### config.mk
export PLATFORM = sky130hd
export DESIGN_NAME = spi_txn_arbiter
export DESIGN_NICKNAME = d
export VERILOG_FILES = /design/src/rtl/spi_txn_arbiter.sv
export SDC_FILE = /design/constraint.sdc
export NUM_CORES = 1
export LEC_CHECK = 0
export CAP_MARGIN = 20
export CORE_UTILIZATION = 60
export CTS_BUF_LIST = sky130_fd_sc_hd__clkbuf_4
export DETAILED_ROUTE_END_ITERATION = 8
export DONT_BUFFER_PORTS = 1
export HOLD_SLACK_MARGIN = 0.05
export PLACE_DENSITY = 0.73
export SLEW_MARGIN = 40
export SYNTH_ARGS = -nofsm -noshare
export SYNTH_HDL_FRONTEND = slang
export SYNTH_SLANG_ARGS = --single-unit
### constraint.sdc
create_clock -name clk -period 4.25 [get_ports clk]
set_input_delay 0.425 -clock clk [delete_from_list [all_inputs] [get_ports clk]]
set_output_delay 0.425 -clock clk [all_outputs]
set_load 0.02 [all_outputs]
### src/rtl/spi_txn_arbiter.sv
// ---------------------------------------------------------------------------
// spi_txn_arbiter
//
// Round-robin arbiter that shares one SPI transaction engine among NUM_REQ
// requesters. The winner's word is latched and presented to the engine while
// the level-held xfer_start is high. The received word is returned to the
// winner with a one-cycle done pulse. The engine is then held in reset for at
// least one RELEASE cycle before the next grant can be issued.
//
// Optional feature macro: SPI_ARB_TIMEOUT_EN
//   When defined, a RUN-state watchdog aborts a transaction that has not
//   completed after TIMEOUT_CYCLES cycles and pulses timeout_err. When it is
//   not defined, RUN waits indefinitely and timeout_err is tied low.
//
// Parameters:
//   NUM_REQ        number of requesters (2..8)
//   DATA_W         SPI word width
//   TIMEOUT_CYCLES RUN-state watchdog limit (only with SPI_ARB_TIMEOUT_EN)
//
// Ports:
//   clk           in   single clock, rising edge
//   rst           in   synchronous, active-low reset
//   req           in   level request per requester
//   req_data      in   packed words, requester i at [i*DATA_W +: DATA_W]
//   grant         out  one-hot grant, high for the whole RUN period
//   done          out  one-hot 1-cycle completion pulse
//   rsp_data      out  received word, valid with done, held until next done
//   timeout_err   out  1-cycle watchdog abort pulse
//   xfer_start    out  engine run level (0 holds the engine in reset)
//   xfer_data     out  word to transmit, stable while xfer_start is high
//   xfer_sel      out  one-hot slave select, equal to grant
//   xfer_complete in   engine completion flag
//   xfer_rdata    in   engine received word, valid with xfer_complete
// ---------------------------------------------------------------------------
module spi_txn_arbiter #(
  parameter int NUM_REQ        = 3,
  parameter int DATA_W         = 8,
  parameter int TIMEOUT_CYCLES = 1024
) (
  input  logic                      clk,
  input  logic                      rst,
  input  logic [NUM_REQ-1:0]        req,
  input  logic [NUM_REQ*DATA_W-1:0] req_data,
  output logic [NUM_REQ-1:0]        grant,
  output logic [NUM_REQ-1:0]        done,
  output logic [DATA_W-1:0]         rsp_data,
  output logic                      timeout_err,
  output logic                      xfer_start,
  output logic [DATA_W-1:0]         xfer_data,
  output logic [NUM_REQ-1:0]        xfer_sel,
  input  logic                      xfer_complete,
  input  logic [DATA_W-1:0]         xfer_rdata
);

  localparam int IDX_W = $clog2(NUM_REQ);

  // Reject unsupported configurations at elaboration time.
  generate
    if (NUM_REQ < 2 || NUM_REQ > 8 || DATA_W < 1 || TIMEOUT_CYCLES < 1) begin : g_bad_params
      $error("spi_txn_arbiter: unsupported parameter set");
    end
  endgenerate

  typedef enum logic [1:0] {
    S_IDLE    = 2'd0,
    S_RUN     = 2'd1,
    S_RELEASE = 2'd2
  } state_t;

  state_t                 state_reg;
  logic [IDX_W-1:0]       last_reg;
  logic [NUM_REQ-1:0]     grant_reg;
  logic [NUM_REQ-1:0]     done_reg;
  logic [DATA_W-1:0]      rsp_reg;
  logic                   start_reg;
  logic [DATA_W-1:0]      xdata_reg;
  logic [IDX_W-1:0]       win_reg;

  // Unpack the flat request bus into one word per requester.
  logic [DATA_W-1:0] req_word [NUM_REQ];
  generate
    for (genvar gi = 0; gi < NUM_REQ; gi++) begin : g_unpack
      assign req_word[gi] = req_data[gi*DATA_W +: DATA_W];
    end
  endgenerate

  // Round-robin search: candidates are visited from the farthest offset
  // down to offset 1, so the nearest set bit after last_reg is the one that
  // remains selected when the loop ends.
  logic                   pick_valid_next;
  logic [IDX_W-1:0]       pick_idx_next;
  logic [IDX_W-1:0]       cand_next;
  logic [NUM_REQ-1:0]     pick_onehot_next;

  always_comb begin
    pick_valid_next = 1'b0;
    pick_idx_next   = '0;
    cand_next       = '0;
    for (int off = NUM_REQ; off >= 1; off--) begin
      cand_next = IDX_W'((int'(last_reg) + off) % NUM_REQ);
      if (req[cand_next]) begin
        pick_valid_next = 1'b1;
        pick_idx_next   = cand_next;
      end
    end
    pick_onehot_next = NUM_REQ'(1) << pick_idx_next;
  end

`ifdef SPI_ARB_TIMEOUT_EN
  localparam int CNT_W = $clog2(TIMEOUT_CYCLES + 1);
  logic [CNT_W-1:0] cnt_reg;
  logic             timeout_reg;
`endif

  always_ff @(posedge clk) begin
    if (!rst) begin
      state_reg <= S_IDLE;
      last_reg  <= IDX_W'(NUM_REQ - 1);
      win_reg   <= '0;
      grant_reg <= '0;
      done_reg  <= '0;
      rsp_reg   <= '0;
      start_reg <= 1'b0;
      xdata_reg <= '0;
`ifdef SPI_ARB_TIMEOUT_EN
      cnt_reg     <= '0;
      timeout_reg <= 1'b0;
`endif
    end else begin
      // Pulses default low every cycle.
      done_reg <= '0;
`ifdef SPI_ARB_TIMEOUT_EN
      timeout_reg <= 1'b0;
`endif
      case (state_reg)
        S_IDLE: begin
          if (pick_valid_next) begin
            win_reg   <= pick_idx_next;
            grant_reg <= pick_onehot_next;
            xdata_reg <= req_word[pick_idx_next];
            start_reg <= 1'b1;
            state_reg <= S_RUN;
`ifdef SPI_ARB_TIMEOUT_EN
            cnt_reg   <= '0;
`endif
          end
        end

        S_RUN: begin
          // Completion takes priority over a watchdog expiry in the same cycle.
          if (xfer_complete) begin
            rsp_reg   <= xfer_rdata;
            done_reg  <= grant_reg;
            grant_reg <= '0;
            start_reg <= 1'b0;
            xdata_reg <= '0;
            last_reg  <= win_reg;
            state_reg <= S_RELEASE;
          end
`ifdef SPI_ARB_TIMEOUT_EN
          else if (cnt_reg == CNT_W'(TIMEOUT_CYCLES - 1)) begin
            // This is the TIMEOUT_CYCLES-th RUN cycle without completion.
            timeout_reg <= 1'b1;
            grant_reg   <= '0;
            start_reg   <= 1'b0;
            xdata_reg   <= '0;
            last_reg    <= win_reg;
            state_reg   <= S_RELEASE;
          end else begin
            cnt_reg <= cnt_reg + 1'b1;
          end
`endif
        end

        S_RELEASE: begin
          // Engine stays in reset here; requests are not looked at.
          state_reg <= S_IDLE;
        end

        default: begin
          state_reg <= S_IDLE;
        end
      endcase
    end
  end

  assign grant      = grant_reg;
  assign xfer_sel   = grant_reg;
  assign done       = done_reg;
  assign rsp_data   = rsp_reg;
  assign xfer_start = start_reg;
  assign xfer_data  = xdata_reg;

`ifdef SPI_ARB_TIMEOUT_EN
  assign timeout_err = timeout_reg;
`else
  assign timeout_err = 1'b0;
`endif

endmodule

==> results.json <==
{
  "worst_ep_arrival_time_ns": 2.92,
  "root_buffer": "clkbuf_4",
  "wl_per_cell_um": 17.5,
  "firstDrtPassIters": 4,
  "slew_violations": 0,
  "critPathRequiredTime_ns": 4.52,
  "path_cells": "inv_1 -> ha_1 -> and3b_1 -> o21ba_2 -> a311oi_4 -> and2_1 -> a32o_1",
  "avgSynthCellArea_um2": 8.65,
  "yosys_register_bits": 29,
  "hp-class": "primary input to flip-flop",
  "grt_pass1_vias": 1397,
  "grt_max_degree": 22,
  "dieArea_mm2": 0.00313,
  "drc_errors": 0,
  "p_total_uw": 678,
  "cts_repair_resize_count": 0,
  "cts_tree": "done",
  "syn_inst": 202,
  "endpoint_kind": "flip-flop",
  "place_congestion": 0.883,
  "port_buffers": 0,
  "path_depth": 7,
  "yosys.area.top_type": "dfxtp_1",
  "ff2ff_setup_slack_ns": 1.60,
  "cts_made_buffers": 5,
  "die_height_um": 56.0,
  "ant_nets": 0,
  "finalCriticalPeriod_ns": 2.65,
  "vdd_ir_drop_max_uv": 414,
  "drt_wl_total_um": 3910,
  "setup_tns_ns": 0,
  "synth_fp_nets": 244,
  "drive_above_1_share": 0.0833,
  "rsz0062_at_grt": "false",
  "max_freq_ghz": 0.377,
  "critPathMaxFanout": 13,
  "cp_slowest_stage_delay_ns": 0.51,
  "setup_viol": 0,
  "crit_path_start": "last_reg[0]$_SDFFE_PN0P_",
  "dp_hpwl_um": 2880,
  "clkTransAtPathRegs_ns": 0.09,
  "fin_skew_ns": 0.00695,
  "power_density_mw_per_mm2": 392,
  "yosysSeqAreaShare": 0.332,
  "cp_slowest_cell": "ha_1",
  "cp_num_buf_inv": 1,
  "synthToLayoutAreaGrowth_pct": -1.15,
  "reg2reg_from": "last_reg[0]$_SDFFE_PN0P_",
  "n_antenna_cell": 0,
  "setup_ws_ns": 1.60,
  "r2r_cells": 7,
  "postCtsSetupBuffers": 0,
  "grt.total_usage": 0.261,
  "dieWidth_um": 56.0,
  "antenna_found_initial": 0,
  "place_ws_ns": 1.65,
  "synthArstFlopShare": 0,
  "grt_use_met3": 0.109,
  "grt_most_used_layer": "met2",
  "synth_cell_type_count": 40,
  "vias": 1509,
  "cts.hold.buffers_added": 0,
  "relSlewSlack": 0.581,
  "period_share": 0.624,
  "yosys_most_used_dff": "dfxtp_1",
  "overflow": 0,
  "start_util": 0.633,
  "p_leak_uw": 0.000611,
  "critPathLaunchType": "flip-flop",
  "endpoint": "grant[0]$_SDFFE_PN0P_",
  "cts_buffer_depth": 2,
  "path_delay_family": "compound AO/OA/AOI/OAI gates",
  "tightest_slew_ns": 0.628,
  "cts_max_level": 2,
  "grtUsageMet1": 0.321,
  "r2r-end": "grant[0]$_SDFFE_PN0P_",
  "synth-edff-count": 0,
  "synthTopCellsByArea": "dfxtp_1 33%, nand2_1 6.4%, a32o_1 5.2%",
  "status": "finished, final reports clean",
  "cts.sinks": 29,
  "final_hold_viol_count": 0,
  "ys.warnings.count": 0,
  "use_met2": 0.411,
  "netlist.area_leader.share": 0.332,
  "grt_pass1_wl_um": 6500,
  "placeableCoreArea_mm2": 0.00276,
  "num_rows": 19,
  "synth_area_mm2": 0.00175,
  "clkLatencyLatePin_ns": 0.32,
  "ios": 65,
  "cap_violations": 0,
  "path_class": "flip-flop to flip-flop",
  "nNetsFinal": 233,
  "viasPerCell": 6.77,
  "first_iter_violations": 73
}
## layer usage
layer	wire length, um	vias to the layer above
met4	70	0
met5	0	-
met1	1600	697
li1	-	727
met3	418	9
met2	1820	76
## area by class of cell
type,count,area [um^2]
inverter,4,15.0
fill,250,1030
sequential,29,581
clock buffer,5,37.5
multi-input combinational,150,1030
tap,31,38.8
clock inverter,3,17.5
timing repair buffer,1,7.51
## worst register-to-register path, cell delays in order (launching register included)
cell and delay, ns:
dfxtp_1 0.40, inv_1 0.08, ha_1 0.51, and3b_1 0.27
o21ba_2 0.26, a311oi_4 0.47, and2_1 0.39, a32o_1 0.22
## worst min path at each step
stage                                       start                       end  slack [ns]  depth (start not counted)
after floorplan           win_reg[0]$_SDFFE_PN0P_  last_reg[0]$_SDFFE_PN0P_        0.44                          2
after global placement    win_reg[0]$_SDFFE_PN0P_  last_reg[0]$_SDFFE_PN0P_        0.47                          2
after detailed placement  win_reg[0]$_SDFFE_PN0P_  last_reg[0]$_SDFFE_PN0P_        0.48                          2
after CTS                                     rst  last_reg[1]$_SDFFE_PN1P_        0.18                          1
after global routing                          rst  last_reg[1]$_SDFFE_PN1P_        0.18                          1
final                                         rst  last_reg[1]$_SDFFE_PN1P_        0.19                          1
## synth_stat cells, types with 4 or more instances
cell type   n
nand2b_1   12
o21ai_0    10
clkbuf_1    7
nor2b_1     4
a32oi_1     8
a21oi_1     5
a21boi_0   11
buf_4       4
buf_6       4
nand3b_1    5
ha_1        4
nor2_1      4
inv_1       4
dfxtp_1    29
nand4_1     8
a32o_1      9
and3_1      4
o2111ai_1   8
nand2_1    30
## where the power goes
| group | total, uW | internal, uW | switching, uW |
|---|---|---|---|
| clock | 159 | 62.2 | 96.9 |
| sequential | 357 | 301 | 56.1 |
| combinational | 161 | 67.4 | 93.6 |
| total | 678 | 431 | 247 |
## per-stage QoR
stage | area (um^2) | utilization | cells | hold WS [ns]
after floorplan | 1750 | - | 202 | 0.438
after global placement | 1670 | 0.606 | 215 | 0.470
after detailed placement | 1670 | 0.606 | 215 | 0.476
after CTS | 1730 | 0.626 | 223 | 0.181
after global routing | 1730 | 0.626 | 223 | 0.181
final | 1730 | 0.626 | 223 | 0.190
## layout by cell type, fill, tap and decap left out, drive strengths merged, types with 5 or more instances in the layout
cell type and n:
nand2 30, dfxtp 29, nor2 5, o21ai 10, nand3b 5, o2111ai 8
a21boi 12, a21oi 5, a32o 9, nand4 8, clkbuf 5, nand2b 12
a32oi 8
## cells by family (layout without fill, tap and decap cells)
family	after synthesis	in the layout	synth area share
AND/OR/NAND/NOR	77	77	0.236
adder cells (fa/ha/maj)	4	4	0.0287
buffers and inverters	23	13	0.0781
AO/OA/AOI/OAI	64	64	0.299
flip-flops	29	29	0.332
multiplexers	4	4	0.0236
other	1	1	0.00215
No activity file was read; power rests on OpenSTA's default activity.
